--- src/rtl/lcd_cfg_pkg.sv ---
// Shared frame layout, state encodings and frame packing for the LCD
// configuration sequencer and its panel tables.
package lcd_cfg_pkg;

    localparam int unsigned LCD_ADDR_W  = 6;
    localparam int unsigned LCD_DATA_W  = 8;
    localparam int unsigned LCD_PAD_W   = 2;
    localparam int unsigned LCD_FRAME_W = LCD_ADDR_W + LCD_PAD_W + LCD_DATA_W;
    localparam int unsigned LCD_IDX_W   = 6;

    localparam logic [2:0] ST_IDLE  = 3'd0;
    localparam logic [2:0] ST_LOAD  = 3'd1;
    localparam logic [2:0] ST_BLANK = 3'd2;
    localparam logic [2:0] ST_WAIT  = 3'd3;
    localparam logic [2:0] ST_NEXT  = 3'd4;
    localparam logic [2:0] ST_GAP   = 3'd5;
    localparam logic [2:0] ST_DONE  = 3'd6;

    typedef struct packed {
        logic [LCD_ADDR_W-1:0] addr;
        logic [LCD_PAD_W-1:0]  pad;
        logic [LCD_DATA_W-1:0] data;
    } lcd_frame_t;

    function automatic logic [LCD_FRAME_W-1:0] pack_frame(
        input logic [LCD_ADDR_W-1:0] addr,
        input logic [LCD_DATA_W-1:0] data
    );
        lcd_frame_t f;
        f.addr = addr;
        f.pad  = '0;
        f.data = data;
        return f;
    endfunction

endpackage

--- src/rtl/lcd_cfg_sequencer.sv ---
// Walks an external register LUT and sends one frame per entry to the serial
// controller, with NACK retry, inter-frame gap and DONE/ERR status.
// Optional macro LCD_CFG_RETRY_STAT_EN adds the oRETRY_CNT re-send counter.
module lcd_cfg_sequencer
    import lcd_cfg_pkg::*;
#(
    parameter int unsigned ADDR_W     = LCD_ADDR_W,
    parameter int unsigned DATA_W     = LCD_DATA_W,
    parameter int unsigned LUT_SIZE   = 9,
    parameter int unsigned IDX_W      = 6,
    parameter int unsigned MAX_RETRY  = 3,
    parameter int unsigned GAP_CYC    = 4,
    parameter bit          AUTO_START = 1'b1,
    localparam int unsigned FRAME_W   = ADDR_W + 2 + DATA_W
) (
    input  logic               mI2S_CLK,
    input  logic               iRST_N,
    input  logic               iSTART,
    output logic [IDX_W-1:0]   oLUT_INDEX,
    input  logic [FRAME_W-1:0] iLUT_DATA,
    output logic [FRAME_W-1:0] oDATA,
    output logic               oSTR,
    input  logic               iRDY,
    input  logic               iACK,
    output logic               oBUSY,
    output logic               oDONE,
    output logic               oERR,
    output logic [IDX_W-1:0]   oERR_IDX
`ifdef LCD_CFG_RETRY_STAT_EN
    ,
    output logic [7:0]         oRETRY_CNT
`endif
);

    localparam int unsigned RETRY_W = (MAX_RETRY > 0) ? $clog2(MAX_RETRY + 1) : 1;
    localparam int unsigned GAP_W   = (GAP_CYC > 1) ? $clog2(GAP_CYC) : 1;

    localparam logic [IDX_W-1:0]   LAST_IDX  = IDX_W'(LUT_SIZE - 1);
    localparam logic [RETRY_W-1:0] RETRY_MAX = RETRY_W'(MAX_RETRY);
    localparam logic [GAP_W-1:0]   GAP_LAST  = GAP_W'((GAP_CYC == 0) ? 0 : GAP_CYC - 1);
    // With no gap, the frame after NEXT or a retry goes straight to LOAD.
    localparam logic [2:0]         ST_AFTER  = (GAP_CYC == 0) ? ST_LOAD : ST_GAP;

    logic [2:0]         state_q, state_d;
    logic [IDX_W-1:0]   idx_q, idx_d;
    logic [RETRY_W-1:0] retry_q, retry_d;
    logic [GAP_W-1:0]   gap_q, gap_d;
    logic [FRAME_W-1:0] data_q, data_d;
    logic               str_q, str_d;
    logic               busy_q, busy_d;
    logic               done_q, done_d;
    logic               err_q, err_d;
    logic [IDX_W-1:0]   err_idx_q, err_idx_d;
    logic               pending_q, pending_d;
    logic               run_start;
    logic               resend;

    always_comb begin
        state_d   = state_q;
        idx_d     = idx_q;
        retry_d   = retry_q;
        gap_d     = gap_q;
        data_d    = data_q;
        str_d     = str_q;
        busy_d    = busy_q;
        done_d    = done_q;
        err_d     = err_q;
        err_idx_d = err_idx_q;
        pending_d = pending_q;
        run_start = 1'b0;
        resend    = 1'b0;

        case (state_q)
            ST_IDLE, ST_DONE: begin
                if (pending_q || iSTART) begin
                    run_start = 1'b1;
                    pending_d = 1'b0;
                    idx_d     = '0;
                    retry_d   = '0;
                    gap_d     = '0;
                    done_d    = 1'b0;
                    err_d     = 1'b0;
                    err_idx_d = '0;
                    busy_d    = 1'b1;
                    state_d   = ST_LOAD;
                end
            end
            ST_LOAD: begin
                data_d  = iLUT_DATA;
                str_d   = 1'b1;
                state_d = ST_BLANK;
            end
            ST_BLANK: state_d = ST_WAIT;
            ST_WAIT: begin
                if (iRDY) begin
                    str_d = 1'b0;
                    if (iACK) begin
                        state_d = ST_NEXT;
                    end else if (retry_q < RETRY_MAX) begin
                        resend  = 1'b1;
                        retry_d = retry_q + RETRY_W'(1);
                        state_d = ST_AFTER;
                    end else begin
                        // Only the first exhausted entry is reported; the run carries on.
                        if (!err_q) begin
                            err_d     = 1'b1;
                            err_idx_d = idx_q;
                        end
                        state_d = ST_NEXT;
                    end
                end
            end
            ST_NEXT: begin
                retry_d = '0;
                if (idx_q == LAST_IDX) begin
                    busy_d  = 1'b0;
                    done_d  = 1'b1;
                    state_d = ST_DONE;
                end else begin
                    idx_d   = idx_q + IDX_W'(1);
                    state_d = ST_AFTER;
                end
            end
            ST_GAP: begin
                if (gap_q == GAP_LAST) begin
                    gap_d   = '0;
                    state_d = ST_LOAD;
                end else begin
                    gap_d = gap_q + GAP_W'(1);
                end
            end
            default: state_d = ST_IDLE;
        endcase
    end

    always_ff @(posedge mI2S_CLK or negedge iRST_N) begin
        if (!iRST_N) begin
            state_q   <= ST_IDLE;
            idx_q     <= '0;
            retry_q   <= '0;
            gap_q     <= '0;
            data_q    <= '0;
            str_q     <= 1'b0;
            busy_q    <= 1'b0;
            done_q    <= 1'b0;
            err_q     <= 1'b0;
            err_idx_q <= '0;
            pending_q <= AUTO_START;
        end else begin
            state_q   <= state_d;
            idx_q     <= idx_d;
            retry_q   <= retry_d;
            gap_q     <= gap_d;
            data_q    <= data_d;
            str_q     <= str_d;
            busy_q    <= busy_d;
            done_q    <= done_d;
            err_q     <= err_d;
            err_idx_q <= err_idx_d;
            pending_q <= pending_d;
        end
    end

`ifdef LCD_CFG_RETRY_STAT_EN
    logic [7:0] retry_cnt_q, retry_cnt_d;

    always_comb begin
        retry_cnt_d = retry_cnt_q;
        if (run_start) begin
            retry_cnt_d = '0;
        end else if (resend && retry_cnt_q != 8'hFF) begin
            retry_cnt_d = retry_cnt_q + 8'd1;
        end
    end

    always_ff @(posedge mI2S_CLK or negedge iRST_N) begin
        if (!iRST_N) begin
            retry_cnt_q <= '0;
        end else begin
            retry_cnt_q <= retry_cnt_d;
        end
    end

    assign oRETRY_CNT = retry_cnt_q;
`endif

    assign oLUT_INDEX = idx_q;
    assign oDATA      = data_q;
    assign oSTR       = str_q;
    assign oBUSY      = busy_q;
    assign oDONE      = done_q;
    assign oERR       = err_q;
    assign oERR_IDX   = err_idx_q;

endmodule

--- config.mk ---
export PLATFORM = sky130hd
export DESIGN_NAME = lcd_cfg_sequencer
export DESIGN_NICKNAME = d
export VERILOG_FILES = /design/src/rtl/lcd_cfg_pkg.sv /design/src/rtl/lcd_cfg_sequencer.sv
export SDC_FILE = /design/constraint.sdc
export NUM_CORES = 1
export LEC_CHECK = 0
export CAP_MARGIN = 10
export CORE_AREA = 2 2 71 73
export CTS_CLUSTER_SIZE = 24
export DETAILED_ROUTE_END_ITERATION = 10
export DIE_AREA = 0 0 73 75
export MAX_ROUTING_LAYER = met4
export PLACE_DENSITY = 0.73
export SYNTH_ARGS = -nofsm -noshare
export SYNTH_HDL_FRONTEND = slang
export SYNTH_SLANG_ARGS = --single-unit
--- constraint.sdc ---
create_clock -name mI2S_CLK -period 1.7 [get_ports mI2S_CLK]
set_clock_uncertainty 0.1 [all_clocks]
set_input_delay 0.34 -clock mI2S_CLK [delete_from_list [all_inputs] [get_ports mI2S_CLK]]
set_output_delay 0.34 -clock mI2S_CLK [all_outputs]
set_load 0.005 [all_outputs]
==> run metrics, run 1 <==
post-synth top area cell=dfrtp_1; r2r startpoint=state_q[0]; Int Pwr=2.99 mW; initial antenna violation count=0; DR DRC count=0; fmax=589 MHz; register area share after synthesis=0.518; worst setup margin=between 3 and 4 ps; dpl cells=316; capture point of the worst path=oLUT_INDEX[5]; Final GP Congestion=a little under 0.9; Net Sw Frac=0.337; warning count from the yosys run=0; CP startpoint=state_q[0]; pin count of the biggest net entering global routing=22; Synth top area share=0.504; Clock Tree Root=clkbuf_8; TNS Setup=0 ps; ratio of cells with drive above 1 in the final layout=0.330; CTS clock-pin slew for the worst setup and hold paths=80 ps; clock sinks=40; crit path launch type=flip-flop; Starting Density=0.415; Final Max Slew Viols=0; sequential share of power=0.343; FF-to-FF End=oLUT_INDEX[5]; flops & latches, synth=40; top cells by area, synth=dfrtp_1 50%, mux2_2 9.3%, a21oi_1 4.1%, nor2_1 3.5%, o21ai_0 3.1%; Mean Syn Cell Area=approximately 11 um^2; synthesized instance count=180; Vias=1,780; Die H=75 um; Worst EP arrival=1810 ps; Comb pwr share=0.523; wire per inst=14.8 um; Worst Path Max Fanout=3; relative slew slack=0.685; first-pass GRT wire length=7.41 mm; Crit Path Category=flip-flop to flip-flop; DIE WIDTH=73 um; run status=finished clean; Final Hold Viols=0; Final Non-Filler Cells=333; switching pwr=1.52 mW; Hold Crit Class=flip-flop to flip-flop; R2R depth=5; asr flop ratio synth=1.00; dpl ws=-294 ps; period utilization=0.998; Core Rows=25; residual overflow from global routing=0; clock period minus worst slack=1700 ps; Starting DRT DRC Count=68; final setup fails=0; CTS tree=yes; WP data required=1820 ps; Detail Route Antenna Nets=0; die area=5480 um^2; Max Cap Viol=0; PwrDens=1510 nW/um^2; final antenna diode count=0; Ports=53; CP Capture Type=flip-flop; worst slew pin tran=473 ps; Top FF cell, synth=dfrtp_1; number of nets in the layout=303; flop-to-flop setup slack=around 3.2 ps; fin util=0.641; number of synthesized flops with an enable pin=0; Synth Cell Area=1940 um^2; RSZ-0062 raised after global routing=yes; latest clock arrival within the worst-skew pair=290 ps; most frequent cells in the layout=50 x clkdlybuf4s50_1, 43 x buf_4, 32 x dfrtp_1, 18 x nor2_1; Clk pwr share=0.134; drt total wl=a little under 5 mm; DR pass1 iterations=4; Tot GR Track Use=0.180; Bufs on Longest Clock Path=2; PortBufs=52; cell leakage power=1.30 nW; DP HPWL=3.61 mm; core region area=4660 um^2; vias in the first global route=1,648; htree depth=2; Vias/cell=between 5 and 6; most common cell after layout, fill and taps aside=clkdlybuf4s50_1; cts bufs inserted=5; VDD IR max=slightly above 0.0007 V; area growth from synthesis to layout=54.2%; Synth cell types=between 40 and 50; total nets after synthesis=205
routing by layer:
| layer | share of wire | GRT usage | up-vias |
|---|---|---|---|
| met5 | 0 | - | - |
| met4 | 0.014 | 0.0617 | 0 |
| met3 | 0.038 | 0.0295 | 7 |
| met2 | 0.49 | 0.283 | 44 |
| met1 | 0.46 | 0.238 | 878 |
| li1 | - | - | 851 |
final cells by class:
| type | count | area, um^2 |
|---|---|---|
| Fill cell | 380 | 1680 |
| Sequential cell | 40 | 1010 |
| Multi-Input combinational cell | 128 | 908 |
| Timing Repair Buffer | 99 | 902 |
| Clock buffer | 7 | 76.3 |
| Tap cell | 54 | 67.6 |
| Inverter | 4 | 15.0 |
| Clock inverter | 1 | 5.00 |
kinds of logic (layout without fill, tap and decap cells):
group	count (synthesis)	in the layout	synth area share
AO/OA/AOI/OAI	52	52	0.176
multiplexers	16	16	0.0931
XOR/XNOR	1	1	0.00453
buffers and inverters	12	111	0.0330
adder cells (fa/ha/maj)	4	4	0.0259
AND/OR/NAND/NOR	55	55	0.150
flip-flops	40	40	0.518
critical path: stages (launching register included):
cell	delay, ps
dfrtp_1	460
buf_4	170
nand2b_1	130
or3_1	310
or3_1	310
a21oi_1	150
cells in the mapped netlist, types with 4 or more instances:
library cell  count
a22o_1            6
inv_1             4
o21ai_0          12
mux2_2           16
nand2_1          11
ha_1              4
or3_1             4
a21oi_1          16
dfrtp_1          39
nand2b_1          5
nor2_1           18
sequential cells by signal, indices dropped and copies added, names as in the netlist:
name / cells
oDATA: 16
oERR_IDX: 6
oLUT_INDEX: 6
state_q: 3
gap_q: 2
retry_q: 2
oBUSY: 1
oDONE: 1
oERR: 1
oSTR: 1
pending_q: 1
worst min path at each step:
stage	depth (start not counted)	start	to	slack [ps]
2_1_floorplan	0	iRST_N	gap_q[0]	-60
3_3_place_gp	1	iRST_N	oERR_IDX[5]	220
3_5_place_dp	1	iRST_N	oERR_IDX[5]	230
4_1_cts	1	pending_q	pending_q	380
5_1_grt	1	pending_q	pending_q	400
6_report	1	pending_q	pending_q	390
metrics by stage:
stage | power (mW) | hold WS, ps | cell area (um^2)
final | 4.51 | 387 | 2990
after global routing | 4.83 | 400 | 2990
after CTS | 4.44 | 382 | 2880
after detailed placement | 3.81 | 233 | 2780
after global placement | 3.75 | 222 | 2780
after floorplan | 2.61 | -55.6 | 1940
power by group through the flow:
| stage | sequential (mW) | combinational [mW] | clock (mW) |
|---|---|---|---|
| floorplan | 1.49 | 1.12 | 0 |
| global placement | 1.53 | 2.23 | 0 |
| detailed placement | 1.54 | 2.27 | 0 |
| CTS | 1.53 | 2.29 | 0.618 |
| global route | 1.59 | 2.59 | 0.658 |
| finish | 1.55 | 2.36 | 0.603 |
repair_timing:
item	CTS	global route
buffers inserted	0	8
endpoints found under the setup margin	10	17
pin swaps	0	8
hold buffers	1	0
endpoints found under the hold margin	18	0
resized for setup	5	12
Note: power is estimated with default switching activity, not from simulation.
==> inputs of run 2 (changes only) <==
--- a/config.mk
+++ b/config.mk
@@ -6,10 +6,9 @@
 export NUM_CORES = 1
 export LEC_CHECK = 0
 export CAP_MARGIN = 10
-export CORE_AREA = 2 2 71 73
-export CTS_CLUSTER_SIZE = 24
+export CORE_AREA = 10 10 79 81
 export DETAILED_ROUTE_END_ITERATION = 10
-export DIE_AREA = 0 0 73 75
+export DIE_AREA = 0 0 89 91
 export MAX_ROUTING_LAYER = met4
 export PLACE_DENSITY = 0.73
 export SYNTH_ARGS = -nofsm -noshare
==> run 2 against run 1 <==
- cell count down 1.8%
- largest power group unchanged
- die area increased by 48%
- global-route usage fell by 4.6 points
- core utilization is 1.6 points lower
- sequential power down 3%
- routed wire length grew 2.1%
- sequential cell count unchanged
- critical path type is now flip-flop to primary output
- first-iteration DRC count increased by 22%
- critical path depth fell by 4
- cell area fell by 2.5%
- count of clock-buffer cells in the layout stayed put
- power is 2.2% lower
==> run metrics, run 2 (synthesis gave the netlist of run 1 again) <==
Tot GR Track Use=0.135; residual overflow from global routing=0; drt total wl=5.03 mm; cell leakage power=between 1 and 1.5 nW; Bufs on Longest Clock Path=2; buffers plus inverters on the worst setup path=1; Vias/cell=roughly 5.2; ratio of cells with drive above 1 in the final layout=0.308; CTS tree=yes; cell class contributing the biggest share of worst-path delay=buffers and inverters; Int Pwr=2.92 mW; met3 Resource Use GR=0.0375; met2 Track Usage GR=0.209; dpl ws=-258 ps; Detail Route Antenna Nets=0; Worst Path Max Fanout=4; initial antenna violation count=0; clock period minus worst slack=1650 ps; DR DRC count=0; worst slew pin tran=279 ps; post-route cell area=2910 um^2; htree depth=2; PortBufs=52; Core Rows=25; Vias=1,710; run status=finished clean; latest clock arrival within the worst-skew pair=290 ps; worst setup margin=51.7 ps; DP HPWL=3.84 mm; max FFs per register=16; final setup fails=0; cts bufs inserted=5; pin count of the biggest net entering global routing=41; Clock Tree Root=clkbuf_8; Die H=91 um; switching pwr=1.49 mW; fmax=607 MHz; final antenna diode count=0; Crit Path Category=flip-flop to primary output; core region area=4660 um^2; Worst EP arrival=~1200 ps; Max Cap Viol=0; DIE WIDTH=89 um; critical-path cell list=clkdlybuf4s50_1; PwrDens=1520 nW/um^2; Clk pwr share=0.137; period utilization=0.970; Final Max Slew Viols=0; crit path launch type=flip-flop; Top Usage Layer GRT=met2; VDD IR max=~0.0007 V; clock sinks=40; Hold Crit Class=flip-flop to flip-flop; M1 GR Usage=0.157; Cell Area, Placed=between 2000 and 3000 um^2; die area=8100 um^2; Crit-path slowest cell=clkdlybuf4s50_1; most frequent cells in the layout=47 x clkdlybuf4s50_1, 38 x buf_4, 33 x dfrtp_1, 18 x nor2_1, 16 x mux2_2; Final Hold Viols=0; dpl cells=314; number of nets in the layout=just under 300; relative slew slack=0.813; sequential share of power=0.343; CTS clock-pin slew for the worst setup and hold paths=~70 ps; Starting DRT DRC Count=83; Final Non-Filler Cells=327; slowest stage delay, CP=520 ps; most common cell after layout, fill and taps aside=clkdlybuf4s50_1; vias in the first global route=1,815; DR pass1 iterations=4; first-pass GRT wire length=about 8.4 mm; overall power=4.41 mW; area growth from synthesis to layout=50.4%; RSZ-0062 raised after global routing=yes; CP Capture Type=primary output; wire per inst=about 15 um; WP data required=about 1300 ps; Net Sw Frac=0.337; Ports=53; Final GP Congestion=0.937; Comb pwr share=0.520; Starting Density=0.415
[run 2: changes by cell type in the layout (fill, tap and decap cells not counted), moves of 3 or more]
cell             delta
buf_4               -5
a21oi_1             -3
a21oi_2             +3
clkdlybuf4s50_1     -3
dlygate4sd2_1       +3
[run 2: power by group through the flow]
stage,sequential (mW),clock [mW],combinational (mW)
6_report,1.51,0.606,2.29
5_1_grt,1.56,0.667,2.55
4_1_cts,1.52,0.623,2.28
3_5_place_dp,1.53,0,2.28
3_3_place_gp,1.52,0,2.23
2_1_floorplan,1.49,0,1.12
[run 2: timing repair]
item                                    in CTS  in global routing
pin swaps                                    0                  4
setup buffers                                0                  4
gates resized for setup                      7                  8
hold buffers                                 1                  0
hold endpoints to repair                    39                  0
endpoints found under the setup margin       6                 26
[run 2: stage by stage]
| stage | util | setup TNS [ps] | hold WS, ps |
|---|---|---|---|
| after floorplan | - | 0 | -55.6 |
| after global placement | 0.593 | -2850 | 224 |
| after detailed placement | 0.593 | -3050 | 234 |
| after CTS | 0.613 | 0 | 384 |
| after global routing | 0.624 | -305 | 397 |
| final | 0.624 | 0 | 385 |
[run 2: area by class of cell]
type | count | area [um^2]
Clock buffer | 7 | 76.3
Clock inverter | 1 | 5.00
Fill cell | 398 | 1750
Inverter | 4 | 15.0
Multi-Input combinational cell | 128 | 887
Sequential cell | 40 | 1010
Tap cell | 54 | 67.6
Timing Repair Buffer | 93 | 850
[run 2: path summary, 6_finish.rpt]
kind                                from       endpoint  slack [ps]  cells past startpoint
max reg2reg                   state_q[0]  oLUT_INDEX[1]          60                      5
max in group asynchronous         iRST_N      pending_q         810                      3
min in group asynchronous         iRST_N  oLUT_INDEX[2]         440                      3
min reg2reg                    pending_q      pending_q         390                      1
min                            pending_q      pending_q         390                      1
max                        oLUT_INDEX[5]  oLUT_INDEX[5]          50                      1
[run 2: metal layers]
layer  vias up  part of all wire
li1        837                 -
met1       812              0.43
met2        55              0.49
met3         6             0.068
met4         0             0.019
met5         -                 0
